### src/rtl/smvm_pkg.sv
// Shared SMVM definitions: mode encodings, vector marker words, input FSM states and byte swap.
package smvm_pkg;

   localparam logic        SMVM_MODE_VEC      = 1'b1;
   localparam logic        SMVM_MODE_MAT      = 1'b0;
   localparam logic [31:0] SMVM_VEC_MARK_ONES = 32'hFFFF_FFFF;
   localparam logic [31:0] SMVM_VEC_MARK_ZERO = 32'h0000_0000;

   typedef enum logic {StHdr, StVal} in_state_e;

   function automatic logic [31:0] byteswap32(input logic [31:0] w);
      return {w[7:0], w[15:8], w[23:16], w[31:24]};
   endfunction

endpackage

### src/rtl/smvm_result_fifo.sv
// Synchronous result FIFO with occupancy count; a push while full is accepted only alongside a pop.
module smvm_result_fifo #(
   parameter int unsigned WIDTH = 65,
   parameter int unsigned DEPTH = 8,
   localparam int unsigned AW = $clog2(DEPTH),
   localparam int unsigned CW = $clog2(DEPTH) + 1
) (
   input  logic             clk,
   input  logic             rst_n,
   input  logic             push,
   input  logic [WIDTH-1:0] push_data,
   input  logic             pop,
   output logic [WIDTH-1:0] head,
   output logic [CW-1:0]    count,
   output logic             full,
   output logic             empty
);

   logic [WIDTH-1:0] mem [DEPTH];
   logic [AW-1:0]    wr_ptr_q, rd_ptr_q;
   logic [CW-1:0]    count_q;
   logic             do_push, do_pop;

   assign full    = (count_q == CW'(DEPTH));
   assign empty   = (count_q == '0);
   assign do_pop  = pop && !empty;
   assign do_push = push && (!full || do_pop);
   assign head    = mem[rd_ptr_q];
   assign count   = count_q;

   always_ff @(posedge clk or negedge rst_n) begin
      if (!rst_n) begin
         wr_ptr_q <= '0;
         rd_ptr_q <= '0;
         count_q  <= '0;
      end else begin
         if (do_push) wr_ptr_q <= wr_ptr_q + 1'b1;
         if (do_pop)  rd_ptr_q <= rd_ptr_q + 1'b1;
         case ({do_push, do_pop})
            2'b10:   count_q <= count_q + 1'b1;
            2'b01:   count_q <= count_q - 1'b1;
            default: ;
         endcase
      end
   end

   always_ff @(posedge clk) begin
      if (do_push) mem[wr_ptr_q] <= push_data;
   end

endmodule

### src/rtl/smvm_stream_adapter.sv
// AXI-Stream adapter for the SMVM core: header/value pairing in, result serialisation out.
// Optional statistics counters are enabled with SMVM_ADAPT_STATS_EN.
module smvm_stream_adapter
   import smvm_pkg::*;
#(
   parameter int unsigned IDX_W      = 12,
   parameter int unsigned RES_W      = 76,
   parameter int unsigned OUT_BEATS  = 2,
   parameter int unsigned FIFO_DEPTH = 8,
   parameter int unsigned FIFO_RSV   = 3
) (
   input  logic             clk,
   input  logic             rst_n,
   input  logic [31:0]      s_axis_tdata,
   input  logic [3:0]       s_axis_tkeep,
   input  logic             s_axis_tlast,
   input  logic             s_axis_tvalid,
   output logic             s_axis_tready,
   output logic             core_valid,
   output logic             core_eop,
   output logic             core_transmod,
   output logic [31:0]      core_data,
   output logic [IDX_W-1:0] core_row,
   output logic [IDX_W-1:0] core_col,
   input  logic             res_valid,
   input  logic             res_eop,
   input  logic [RES_W-1:0] res_data,
   output logic [31:0]      m_axis_tdata,
   output logic [3:0]       m_axis_tkeep,
   output logic             m_axis_tlast,
   output logic             m_axis_tvalid,
   input  logic             m_axis_tready,
   output logic             err_frame,
   output logic             err_ovf,
   output logic [31:0]      stat_pairs,
   output logic [31:0]      stat_results
);

   localparam int unsigned DATA_W  = 32 * OUT_BEATS;
   localparam int unsigned ENTRY_W = DATA_W + 1;
   localparam int unsigned CNT_W   = $clog2(FIFO_DEPTH) + 1;
   localparam int unsigned BEAT_W  = (OUT_BEATS > 1) ? $clog2(OUT_BEATS) : 1;

   in_state_e          state_q, state_d;
   logic [31:0]        hdr_q;
   logic               rst_done_q;
   logic               in_hs, hdr_load, frame_err, pair_fire, pair_zero;
   logic [15:0]        row_sw, col_sw;
   logic [31:0]        free_entries;
   logic [CNT_W-1:0]   fifo_count;
   logic               fifo_full, fifo_empty, fifo_pop, push_ok;
   logic [ENTRY_W-1:0] fifo_head;
   logic [DATA_W-1:0]  head_shift;
   logic [BEAT_W-1:0]  beat_q;
   logic               last_beat;
   logic               unused_tkeep;

   assign unused_tkeep  = ^s_axis_tkeep;
   assign free_entries  = FIFO_DEPTH - 32'(fifo_count);
   assign s_axis_tready = rst_done_q && (free_entries >= FIFO_RSV);
   assign in_hs         = s_axis_tvalid && s_axis_tready;

   always_comb begin
      state_d   = state_q;
      hdr_load  = 1'b0;
      frame_err = 1'b0;
      pair_fire = 1'b0;
      if (in_hs) begin
         case (state_q)
            StHdr: begin
               if (s_axis_tlast) frame_err = 1'b1;
               else begin
                  hdr_load = 1'b1;
                  state_d  = StVal;
               end
            end
            StVal: begin
               pair_fire = 1'b1;
               state_d   = StHdr;
            end
            default: state_d = StHdr;
         endcase
      end
   end

   assign row_sw    = {hdr_q[7:0], hdr_q[15:8]};
   assign col_sw    = {hdr_q[23:16], hdr_q[31:24]};
   assign pair_zero = (hdr_q == SMVM_VEC_MARK_ZERO) && (s_axis_tdata == 32'h0);

   always_ff @(posedge clk or negedge rst_n) begin
      if (!rst_n) begin
         state_q       <= StHdr;
         hdr_q         <= '0;
         rst_done_q    <= 1'b0;
         err_frame     <= 1'b0;
         core_valid    <= 1'b0;
         core_eop      <= 1'b0;
         core_transmod <= 1'b0;
         core_data     <= '0;
         core_row      <= '0;
         core_col      <= '0;
      end else begin
         state_q    <= state_d;
         rst_done_q <= 1'b1;
         if (hdr_load)  hdr_q     <= s_axis_tdata;
         if (frame_err) err_frame <= 1'b1;
         core_valid <= pair_fire && !pair_zero;
         core_eop   <= pair_fire && s_axis_tlast;
         if (pair_fire) begin
            core_row      <= IDX_W'(row_sw);
            core_col      <= IDX_W'(col_sw);
            core_data     <= byteswap32(s_axis_tdata);
            core_transmod <= (hdr_q == SMVM_VEC_MARK_ONES || hdr_q == SMVM_VEC_MARK_ZERO) ?
                             SMVM_MODE_VEC : SMVM_MODE_MAT;
         end
      end
   end

   smvm_result_fifo #(
      .WIDTH (ENTRY_W),
      .DEPTH (FIFO_DEPTH)
   ) u_fifo (
      .clk       (clk),
      .rst_n     (rst_n),
      .push      (res_valid),
      .push_data ({DATA_W'(res_data), res_eop}),
      .pop       (fifo_pop),
      .head      (fifo_head),
      .count     (fifo_count),
      .full      (fifo_full),
      .empty     (fifo_empty)
   );

   // Beats leave most-significant first; beat_q selects the slice of the head entry.
   assign head_shift    = fifo_head[ENTRY_W-1:1] >> (32 * (OUT_BEATS - 1 - 32'(beat_q)));
   assign last_beat     = (32'(beat_q) == OUT_BEATS - 1);
   assign m_axis_tvalid = !fifo_empty;
   assign m_axis_tdata  = m_axis_tvalid ? byteswap32(32'(head_shift)) : 32'h0;
   assign m_axis_tkeep  = {4{m_axis_tvalid}};
   assign m_axis_tlast  = m_axis_tvalid && last_beat && fifo_head[0];
   assign fifo_pop      = m_axis_tvalid && m_axis_tready && last_beat;
   assign push_ok       = res_valid && (!fifo_full || fifo_pop);

   always_ff @(posedge clk or negedge rst_n) begin
      if (!rst_n) begin
         beat_q  <= '0;
         err_ovf <= 1'b0;
      end else begin
         if (m_axis_tvalid && m_axis_tready) beat_q <= last_beat ? '0 : beat_q + 1'b1;
         if (res_valid && !push_ok) err_ovf <= 1'b1;
      end
   end

`ifdef SMVM_ADAPT_STATS_EN
   logic [31:0] pairs_q, results_q;

   always_ff @(posedge clk or negedge rst_n) begin
      if (!rst_n) begin
         pairs_q   <= '0;
         results_q <= '0;
      end else begin
         if (pair_fire && !pair_zero) pairs_q <= pairs_q + 32'd1;
         if (push_ok) results_q <= results_q + 32'd1;
      end
   end

   assign stat_pairs   = pairs_q;
   assign stat_results = results_q;
`else
   assign stat_pairs   = 32'h0;
   assign stat_results = 32'h0;
`endif

endmodule

### config.mk
export PLATFORM = sky130hd
export DESIGN_NAME = smvm_stream_adapter
export DESIGN_NICKNAME = d
export VERILOG_FILES = /design/src/rtl/smvm_pkg.sv /design/src/rtl/smvm_result_fifo.sv /design/src/rtl/smvm_stream_adapter.sv
export SDC_FILE = /design/constraint.sdc
export NUM_CORES = 1
export LEC_CHECK = 0
export BUFFER_PORTS_ARGS = -buffer_cell sky130_fd_sc_hd__buf_2
export CELL_PAD_IN_SITES_DETAIL_PLACEMENT = 1
export CELL_PAD_IN_SITES_GLOBAL_PLACEMENT = 1
export CORE_UTILIZATION = 44
export CTS_BUF_LIST = sky130_fd_sc_hd__clkbuf_4 sky130_fd_sc_hd__clkbuf_8
export DETAILED_ROUTE_END_ITERATION = 10
export MAX_ROUTING_LAYER = met4
export PLACE_DENSITY_LB_ADDON = 0.1
export SLEW_MARGIN = 25
export SYNTH_ARGS = -nofsm -noshare
export SYNTH_HDL_FRONTEND = slang
export SYNTH_SLANG_ARGS = --single-unit
### constraint.sdc
create_clock -name clk -period 8.65 [get_ports clk]
set_input_delay 1.73 -clock clk [delete_from_list [all_inputs] [get_ports clk]]
set_output_delay 1.73 -clock clk [all_outputs]
set_load 0.01 [all_outputs]
==> out/results.ini <==
[synth]
netlist_area_um2=24700
ys_seq_area_share_pct=74.1
ys_seq_elements=626
syn_avg_cell_area_um2=21.1
synthCells=1169
synth-xor-area-share_pct=0.355
ys_async_sr_fraction_pct=16.9
synth_edf_count=520
synth_top_family_by_area=multiplexers
ys_warn_count=0
synth_flop_cell=edfxtp_1
synthAdderAreaFrac_pct=0.254
synth-simple-area-share_pct=1.70
synthTopCellsByArea=edfxtp_1, mux4_2, dfrtp_1
yosys.area.top_type_share_pct=63.3
ys_types=44
synth_top_cell_by_area=edfxtp_1
synthMuxAreaShare_pct=19.1
synth_compound_area_share_pct=1.04

[pwr]
clock_power_share_pct=26.9
p_seq_share_pct=43.8
p_sw_mw=3.04
fin_total_pwr_mw=9.76
power_density_nw_per_um2=344
p_int_mw=6.72
p_leak_nw=10.2
sw_frac_of_total_pct=31.1
combPwrFrac_pct=29.3
irDropWorstVdd_v=0.000182

[timing]
rsz0062_at_grt=no
max_freq_mhz=188
period_share_pct=61.5
fin_skew_ns=0.0283
period_needed_ns=5.32
setup_viol=0
fin_ws_ns=3.33
tightest_slew_ns=1.05
relSlewSlack_pct=30.3
hold_ws_ns=0.464
drv_slew=0
hold_violations=0
fin_setup_tns_ns=0

[global_route]
grt_use_total_pct=19.8
grt_pass1_vias=13000
grt_max_degree=69
grt_pass1_wl_mm=80.7
overflow=0
antenna_found_initial=10

[clock_network]
cts_root_buf=clkbuf_8
clkSinkCount=626
clkLatencyLatePin_ns=0.70
clk_path_buf_depth=3
cts-resized-gates=0
cts_tree=done
cts-buffers-inserted=103
cts_max_level=3
post-cts-setup-buffer-count=0
clk_pin_slew_worst_paths_ns=0.06
postCtsHoldBufs=0

[die]
die_w_um=239
io_pins=283
die_y_um=239
initial_utilization_pct=44.7
row_count=86
coreArea_um2=55200
dieArea_um2=57000

[routing]
dr.pass1.iters=4
wl_per_cell_um=23.5
drcViolationCount=0
drt-total-wl_mm=53.4
drt_iter0_drc=683
antenna_left=0
via_per_inst=5.22
num_vias=11900

[outcome]
status=completed

[cells_and_area]
layout.nets=1559
area_delta_synth_final_pct=15.1
instances_no_fill=2276
fin_area_um2=28400
drive_above_1_share_pct=40.9
fin_util_pct=51.4
mostFrequentLayoutCells=edfxtp_1, buf_2, mux4_2
final_common_cell=edfxtp_1

[setup_path]
worstSetupPathType=reg -> out
cp_max_fo=61
worstPathArrival_ns=3.59
start_kind=register
end_kind=output port
required_ns=6.92

[place]
place_area_um2=26200
gp_congestion=0.711
hpwl_mm=29.5
port_buffers=202
dp.cells=2078
detailedPlace.worstSlack_ns=3.74

[flow_run]
maxCapViolCount=0

[hold_path]
hold_class=reg -> reg

## cell type report
cell class / instances / area, um2
antenna: 8 / 20.0
clock buffer: 136 / 1690
clock inverter: 54 / 413
fill: 5064 / 26800
inverter: 3 / 11.3
multi-input combinational: 478 / 5850
sequential: 626 / 18300
tap: 748 / 936
timing repair buffer: 223 / 1180
## synth_stat cells, drive strengths merged, types with 2 or more instances
cell type	number
nor3	4
edfxtp	520
nor2	8
clkbuf	13
xor2	6
o22ai	32
mux2i	65
xnor2	4
mux4	130
conb	2
nor4	20
dfrtp	106
inv	3
nand2b	4
ha	5
buf	112
nand2	11
nand3b	2
nand4	15
mux2	91
## power groups by stage
stage,Sequential (mW),Clock [mW],Combinational [mW]
6_report,4.28,2.62,2.85
2_1_floorplan,4.24,0,2.02
5_1_grt,4.35,2.83,3.10
3_3_place_gp,4.32,0,2.90
3_5_place_dp,4.35,0,2.93
4_1_cts,4.29,2.71,2.94
## state kept, by name, summed over array words and instances, names as in the netlist, 3 cells and up
signal / flops
u_fifo.mem: 520
core_data: 32
hdr_q: 32
core_col: 12
core_row: 12
u_fifo.count: 4
u_fifo.rd_ptr_q: 3
u_fifo.wr_ptr_q: 3
## routing by layer
metal | up-vias | GRT usage (%) | part of all wire [%]
met1 | 6273 | 25.7 | 44
met2 | 287 | 31.2 | 49
met3 | 100 | 4.34 | 4.8
met4 | 0 | 6.39 | 2.3
met5 | - | - | 0
li1 | 5210 | - | -
## kinds of logic after synthesis
| logic type | count (synthesis) |
|---|---|
| XOR/XNOR | 10 |
| other | 2 |
| adder cells (fa/ha/maj) | 5 |
| multiplexers | 286 |
| AND/OR/NAND/NOR | 72 |
| AO/OA/AOI/OAI | 40 |
| buffers and inverters | 128 |
| flip-flops | 626 |
## path summary, 6_finish.rpt
kind                                     from           endpoint  slack [ns]  cells after the start
hold reg to reg                       err_ovf            err_ovf        0.46                      1
setup / recovery           u_fifo.rd_ptr_q[1]   m_axis_tdata[17]        3.33                      5
hold / removal                        err_ovf            err_ovf        0.46                      1
max in group asynchronous               rst_n             beat_q        6.30                      2
min in group asynchronous               rst_n        core_row[2]        1.02                      1
setup reg to reg                       beat_q  u_fifo.mem[3][49]        4.87                      5
## worst max-delay path, stage by stage (launching register included)
cell and delay [ns]:
dfrtp_4 1.09, buf_4 0.81, mux4_2 0.35, mux2i_1 0.08, o22ai_1 0.34, buf_2 0.20
(Power assumes the default switching activity.)
